## config.mk

```make
export PLATFORM = sky130hd
export DESIGN_NAME = module_serializer_flat
export DESIGN_NICKNAME = d
export VERILOG_FILES = /design/src/rtl/module_serializer_if.sv /design/src/rtl/module_serializer.sv /design/src/flat_wrapper.sv
export SDC_FILE = /design/constraint.sdc
export NUM_CORES = 1
export LEC_CHECK = 0
export CORE_MARGIN = 3
export CORE_UTILIZATION = 50
export CTS_CLUSTER_SIZE = 20
export DETAILED_ROUTE_END_ITERATION = 8
export PLACE_DENSITY_LB_ADDON = 0.12
export SETUP_SLACK_MARGIN = 0.3
export SLEW_MARGIN = 15
export SYNTH_ARGS = -nofsm -noshare
export SYNTH_HDL_FRONTEND = slang
export SYNTH_SLANG_ARGS = --single-unit
```

## constraint.sdc

```tcl
create_clock -name clk -period 1.65 [get_ports clk]
set_input_delay 0.495 -clock clk [delete_from_list [all_inputs] [get_ports clk]]
set_output_delay 0.495 -clock clk [all_outputs]
set_load 0.02 [all_outputs]
```

## src/rtl/module_serializer_if.sv

```systemverilog
// Word handshake between an upstream producer and the serializer.
interface module_serializer_if #(
  parameter int WIDTH = 8
);
  logic [WIDTH-1:0] in_data;
  logic             in_valid;
  logic             in_ready;

  modport master (output in_data, output in_valid, input in_ready);
  modport slave  (input in_data, input in_valid, output in_ready);
endinterface

```

## src/rtl/module_serializer.sv

```systemverilog
// Parallel-to-serial framer: start(1), data LSB-first, optional parity, stop(0).
// Each bit is held BIT_CYCLES clocks; the line idles low.
module module_serializer #(
  parameter int WIDTH      = 8,
  parameter int BIT_CYCLES = 1,
  parameter int PARITY_EN  = 0,
  parameter int PARITY_ODD = 0
) (
  input  logic                clk,
  input  logic                rst,
  module_serializer_if.slave  in_if,
  output logic                ser_out,
  output logic                busy,
  output logic                done
);
  localparam int CW = $clog2(BIT_CYCLES) + 1;
  localparam int BW = $clog2(WIDTH) + 1;
  localparam logic [CW-1:0] CYC_LAST = CW'(BIT_CYCLES - 1);
  localparam logic [CW-1:0] CYC_PRE  = CW'((BIT_CYCLES > 1) ? BIT_CYCLES - 2 : 0);
  localparam logic          PRE_EN   = (BIT_CYCLES > 1);
  localparam logic          DONE_NOW = (BIT_CYCLES == 1);
  localparam logic [BW-1:0] BIT_LAST = BW'(WIDTH - 1);

  typedef enum logic [2:0] {
    S_IDLE, S_START, S_DATA, S_PARITY, S_STOP
  } state_e;

  state_e           state_q;
  logic [WIDTH-1:0] shreg_q;
  logic             par_q;
  logic [BW-1:0]    bit_q;
  logic [CW-1:0]    cyc_q;
  logic             ser_q, busy_q, done_q;

  logic             cyc_last;
  logic [WIDTH-1:0] shr;

  assign cyc_last       = (cyc_q == CYC_LAST);
  assign shr            = shreg_q >> 1;
  assign in_if.in_ready = (state_q == S_IDLE) && !rst;

  assign ser_out = ser_q;
  assign busy    = busy_q;
  assign done    = done_q;

  // ser_q is loaded with the value of the state being entered, so every
  // serial bit is a registered output aligned with its state.
  always_ff @(posedge clk) begin
    if (rst) begin
      state_q <= S_IDLE;
      shreg_q <= '0;
      par_q   <= 1'b0;
      bit_q   <= '0;
      cyc_q   <= '0;
      ser_q   <= 1'b0;
      busy_q  <= 1'b0;
      done_q  <= 1'b0;
    end else begin
      done_q <= 1'b0;
      if (state_q != S_IDLE) cyc_q <= cyc_last ? '0 : cyc_q + 1'b1;

      case (state_q)
        S_IDLE: begin
          if (in_if.in_valid) begin
            state_q <= S_START;
            shreg_q <= in_if.in_data;
            par_q   <= (^in_if.in_data) ^ 1'(PARITY_ODD);
            bit_q   <= '0;
            cyc_q   <= '0;
            ser_q   <= 1'b1;
            busy_q  <= 1'b1;
          end
        end
        S_START: begin
          if (cyc_last) begin
            state_q <= S_DATA;
            bit_q   <= '0;
            ser_q   <= shreg_q[0];
          end
        end
        S_DATA: begin
          if (cyc_last) begin
            if (bit_q == BIT_LAST) begin
              if (PARITY_EN != 0) begin
                state_q <= S_PARITY;
                ser_q   <= par_q;
              end else begin
                state_q <= S_STOP;
                ser_q   <= 1'b0;
                done_q  <= DONE_NOW;
              end
            end else begin
              bit_q   <= bit_q + 1'b1;
              shreg_q <= shr;
              ser_q   <= shr[0];
            end
          end
        end
        S_PARITY: begin
          if (cyc_last) begin
            state_q <= S_STOP;
            ser_q   <= 1'b0;
            done_q  <= DONE_NOW;
          end
        end
        S_STOP: begin
          // done is registered, so it is raised one clock before the final stop clock
          if (cyc_last) begin
            state_q <= S_IDLE;
            busy_q  <= 1'b0;
          end else if (PRE_EN && (cyc_q == CYC_PRE)) begin
            done_q <= 1'b1;
          end
        end
        default: begin
          state_q <= S_IDLE;
          ser_q   <= 1'b0;
          busy_q  <= 1'b0;
        end
      endcase
    end
  end
endmodule

```

## src/flat_wrapper.sv

```systemverilog
// flat-port wrapper written by rule: the top's interface ports become plain ports
module module_serializer_flat 
#(
  parameter int WIDTH      = 8,
  parameter int BIT_CYCLES = 1,
  parameter int PARITY_EN  = 0,
  parameter int PARITY_ODD = 0
)
  (clk, rst, ser_out, busy, done, in_if_in_data, in_if_in_valid, in_if_in_ready);
  module_serializer_if #(.WIDTH(WIDTH)) in_if_i ();
  input  logic clk;
  input  logic rst;
  output logic ser_out;
  output logic busy;
  output logic done;
  input wire logic [$bits(in_if_i.in_data)-1:0] in_if_in_data;
  input wire logic [$bits(in_if_i.in_valid)-1:0] in_if_in_valid;
  output wire logic [$bits(in_if_i.in_ready)-1:0] in_if_in_ready;
  assign in_if_i.in_data = in_if_in_data;
  assign in_if_i.in_valid = in_if_in_valid;
  assign in_if_in_ready = in_if_i.in_ready;
  module_serializer #(.WIDTH(WIDTH), .BIT_CYCLES(BIT_CYCLES), .PARITY_EN(PARITY_EN), .PARITY_ODD(PARITY_ODD)) u_core (.clk(clk), .rst(rst), .in_if(in_if_i), .ser_out(ser_out), .busy(busy), .done(done));
endmodule
```

# After elaboration in Yosys (flattened, before gate mapping)
# Index checks and enable logic that the tools add are counted.
# op_classes
n_addsub	2
eq_ne	12
mux	31
bitwise_logic	2
reduce_logical	12
# ops
cell	n
8-bit 2-to-1 mux	3
3-bit 2-to-1 mux	6
4-bit 2-to-1 mux	4
8-bit one-hot mux with 2 select lines	1
3-bit one-hot mux with 5 select lines	1
1-bit 2-to-1 mux	12
2-bit != test, second input constant	6
4-bit one-hot mux with 3 select lines	1
5-bit AND reduction	2
3-bit by 2-bit == test with 1-bit output, second input constant	2
6-bit AND reduction	1
3-bit nonzero test	2
1-bit one-hot mux with 5 select lines	1
4-bit by 1-bit adder with 4-bit output, second input constant	1
4-bit by 3-bit == test with 1-bit output, second input constant	1
4-bit AND reduction	1
3-bit by 1-bit == test with 1-bit output, second input constant	1
3-bit == test, second input constant	1
3-bit logical NOT	1
1-bit one-hot mux with 3 select lines	1
3-bit AND reduction	1
3-bit OR reduction	1
2-bit by 1-bit != test with 1-bit output, second input constant	1
1-bit NOT	2
other kinds (5)	5
# totals
regBits	19
input_bits	11
output_inout_bits	4
word_cells	66

# Depth between registers and ports, before layout
# depth
ltp_word	5
ltp_mapped	6

# Worst setup path before layout
# Ideal clock, no wire load.
# synth_timing
path_type	register -> output
startpoint	register u_core.state_q[2]
endpoint	output port in_if_in_ready
t_arrival_ps	1171
required_ps	1155
slack_ps	-16
path_stages_with_launch	4
n_path_buf	1
cell_sequence	dfxtp_1 clkbuf_1 or3_1 nor2_1
# synth_between
elab_chain_cells	2
# synth_lines
element	line_no	source
start: declaration	module_serializer.sv:28	state_e state_q;
start signal: assignment	module_serializer.sv:50	state_q <= S_IDLE;
start signal: assignment	module_serializer.sv:65	state_q <= S_START;
start signal: assignment	module_serializer.sv:76	state_q <= S_DATA;
3-bit logical NOT	module_serializer.sv:40	assign in_if.in_ready = (state_q == S_IDLE) && !rst;
1-bit logical AND	module_serializer.sv:40	
end: declaration	flat_wrapper.sv:18	output wire logic [$bits(in_if_i.in_ready)-1:0] in_if_in_ready;
# No other way between the ends.

# Worst setup path in the final report
# layout_timing
startpoint	register u_core.state_q[0]
endpoint	output port in_if_in_ready
# Same word-level chain as after synthesis.

==> results.rst <==
.. list-table::
   :header-rows: 1

   * - Metric
     - Value
   * - Top delay family on crit path
     - simple AND/OR/NAND/NOR gates
   * - Ports
     - 15
   * - Max-slew violation count
     - 0
   * - Crit Path Category
     - flop to output port
   * - Area of the core
     - 0.00161 mm^2
   * - Post-Place Setup Slack
     - -809 ps
   * - Global Route Usage Sum
     - 21.2%
   * - Number of distinct library cells after synthesis
     - 33
   * - Mean instance size in the synthesized netlist
     - 8.79 um^2
   * - Proportion of total power due to net switching
     - 29.8%
   * - Most common cell after layout, fill and taps aside
     - sky130_fd_sc_hd__dfxtp_1
   * - Critical path arrival
     - 1260 ps
   * - Cell-by-cell listing of the critical path
     - or3_4 > nor2_4 > buf_6
   * - Max capacitance violation total
     - 0
   * - Type of the tightest min-delay check
     - flop to flop
   * - Global-route congestion overflow total
     - 0
   * - Count of fill cells added during filler insertion
     - 106
   * - Iteration-0 DRC Markers
     - 17
   * - Yosys warning count
     - 0
   * - Sequential share of the synthesized area
     - 42.0%
   * - Min setup slack post-route
     - -105 ps
   * - Outcome
     - finished, violations left
   * - Combinational power share
     - 27.5%
   * - Hold Fails Final Rpt
     - 0
   * - Hold-fix buffer count after cts
     - 0
   * - Slowest cell delay on critical path
     - 400 ps
   * - WP data required
     - 1150 ps
   * - Share of cells above drive strength 1
     - 36.1%
   * - Maximum number of pins on one net before global-route repair
     - 13
   * - Power consumption
     - 1.06 mW
   * - Clock tree from TritonCTS
     - yes
   * - Failing checks
     - setup timing
   * - Top library cells by usage in the layout, fill and taps aside
     - sky130_fd_sc_hd__dfxtp_1, sky130_fd_sc_hd__buf_4, sky130_fd_sc_hd__a21oi_1
   * - Antenna violations before repair
     - 0
   * - Critical path buffers and inverters
     - 1
   * - Global placer's final weighted congestion
     - 0.874
   * - Clock network fraction of total power
     - 23.5%
   * - Critical-path maximum fanout
     - 2
   * - Pleak
     - 0.528 nW
   * - Wire length of the first global-routing pass
     - 3.77 mm
   * - Highest attainable clock frequency
     - 570 MHz
   * - Switching power
     - 0.317 mW
   * - Clock skew
     - 1.17 ps
   * - RSZ-0062 raised after global routing
     - true
   * - Remaining number of nets flagged by the antenna check after routing
     - 0
   * - Clk slew on worst S/H paths
     - 110 ps
   * - Die Ht
     - 48.6 um
   * - Number of sinks driven by the clock tree
     - 19
   * - Post-detailed-route wirelength per cell
     - 14.8 um
   * - Buffers added on ports
     - 14
   * - Final WL
     - 2.32 mm
   * - Post-route fraction of the period consumed by the critical path
     - 106%
   * - Setup-violating endpoint count in the final report
     - 12
   * - Library cell used as clock root buffer
     - sky130_fd_sc_hd__clkbuf_4
   * - Total power divided by cell area
     - 798 mW/mm^2
   * - First-pass DRT Iterations
     - 4
   * - Vias in the first global route
     - 793
   * - Initial core utilization
     - 56.2%
   * - Startpoint type of the worst setup path
     - flop
   * - Max Root-Sink Buffers
     - 2
   * - Avg Vias per Cell
     - 5.56
   * - Minimum period implied by the final worst setup slack
     - 1750 ps
   * - Slew at the pin closest to its max-slew limit
     - 340 ps
   * - Post-DP HPWL
     - 1.48 mm
   * - Worst-path cell with the longest stage delay
     - sky130_fd_sc_hd__or3_4
   * - Power share of the sequential group
     - 49.0%
   * - Post-Synthesis Cell Area
     - 906 um^2
   * - H-Tree Level Count
     - 1
   * - N_diodes
     - 0
   * - Core Rows
     - 14
   * - Skew-Pair Late Insertion Delay
     - 310 ps
   * - Area of the die
     - 0.00236 mm^2
   * - FF+latch count, synth
     - 19
   * - Tightest slew margin relative to the limit
     - 77.3%
   * - Worst-case vdd ir drop
     - 0.000672 V
   * - Die width
     - 48.6 um
   * - Area growth, synth to finish
     - 47.0%
   * - Synthesized net count
     - 115
   * - Cts bufs inserted
     - 3
   * - Cell count after synthesis
     - 103
   * - Internal power consumption
     - 0.745 mW
   * - Type of element capturing the critical path
     - output port
   * - Number of nets in the layout
     - 146
   * - Total DRC errors in the routed layout
     - 0
   * - Via count
     - 873
[power by group through the flow]
stage	Combinational, mW	Clock, mW	Sequential [mW]
final	0.292	0.250	0.520
after global routing	0.313	0.280	0.526
after CTS	0.272	0.263	0.519
after detailed placement	0.263	0	0.529
after global placement	0.257	0	0.529
after floorplan	0.161	0	0.533
[worst min-delay path, stage by stage, from the launching register on]
cell and delay [ps]:
sky130_fd_sc_hd__dfxtp_1 330, sky130_fd_sc_hd__nand2_1 50, sky130_fd_sc_hd__a21oi_1 50
[per-layer routing]
layer | up-vias | routed length [um] | global-route usage, % | part of all wire, %
li1 | 443 | - | - | -
met1 | 404 | 995 | 23.9 | 43
met2 | 20 | 1160 | 34.9 | 50
met3 | 6 | 117 | 8.59 | 5.0
met4 | 0 | 51 | 9.95 | 2.2
met5 | - | 0 | 0 | 0
[through the flow]
stage	instance area, um^2	utilization [%]	std cells	setup TNS [ps]	hold WS, ps
4_1_cts	1250	77.9	154	-475	466
5_1_grt	1330	82.6	157	-1510	492
2_1_floorplan	963	-	103	0	437
6_report	1330	82.6	157	-727	463
3_5_place_dp	1210	74.8	148	-5260	451
3_3_place_gp	1210	74.8	148	-4950	442
[cell families after synthesis]
logic type | after synthesis | synth area share (%)
compound gates | 30 | 22.0
buf+inv | 9 | 4.42
fa+ha+maj | 1 | 1.38
flops | 19 | 42.0
simple gates | 37 | 22.5
mux | 7 | 7.74
[flip-flops by register name, indices dropped and copies added (netlist names)]
register and count:
u_core.state_q 3, u_core.done 1, u_core.cyc_q 1, u_core.ser_out 1, u_core.shreg_q 8, u_core.bit_q 4
u_core.busy 1
[synth_stat cells, drive strengths merged]
cell type / n / area share, %
dfxtp: 19 / 42
a21oi: 9 / 5.0
o21ai: 9 / 5.0
nand2: 8 / 3.3
mux2i: 7 / 7.7
nor2: 7 / 2.9
clkbuf: 5 / 2.2
a211oi: 3 / 4.1
nand3: 3 / 1.7
nor2b: 3 / 2.1
nor3: 3 / 1.7
nor3b: 3 / 2.5
o22ai: 3 / 2.1
buf: 2 / 1.4
inv: 2 / 0.83
nor4: 2 / 1.4
or4b: 2 / 2.2
a21o: 1 / 0.83
a221o: 1 / 1.1
a41o: 1 / 1.1
and3b: 1 / 0.97
ha: 1 / 1.4
nand2b: 1 / 0.69
nand3b: 1 / 0.83
nand4: 1 / 0.69
nand4b: 1 / 0.97
o211a: 1 / 1.1
o211ai: 1 / 0.83
o31ai: 1 / 0.83
or3: 1 / 0.69
[cell type report]
type	count	area [um^2]	area share, %
Clock buffer	3	22.5	1.69
Inverter	2	7.51	0.564
Sequential cell	19	390	29.3
Multi-Input combinational cell	75	567	42.6
Tap cell	24	30.0	2.26
Clock inverter	1	7.51	0.564
Timing Repair Buffer	33	307	23.0
[worst paths after layout]
path                                        from                             end  slack, ps  depth (start not counted)
setup / recovery  u_core.state_q[0]$_SDFFE_PP0P_                  in_if_in_ready       -100                          3
hold / removal          u_core.busy$_SDFFE_PP0P_        u_core.busy$_SDFFE_PP0P_        460                          2
setup reg to reg  u_core.state_q[0]$_SDFFE_PP0P_  u_core.shreg_q[5]$_SDFFE_PP0P_       -100                          6
hold reg to reg         u_core.busy$_SDFFE_PP0P_        u_core.busy$_SDFFE_PP0P_        460                          2
[what timing repair did]
item / 4_1_cts / 5_1_grt
pin swaps: 5 / 4
buffers inserted: 2 / 3
resized for setup: 33 / 14
gates cloned: 0 / 0
setup endpoints to repair: 19 / 19
(Power assumes the default switching activity.)
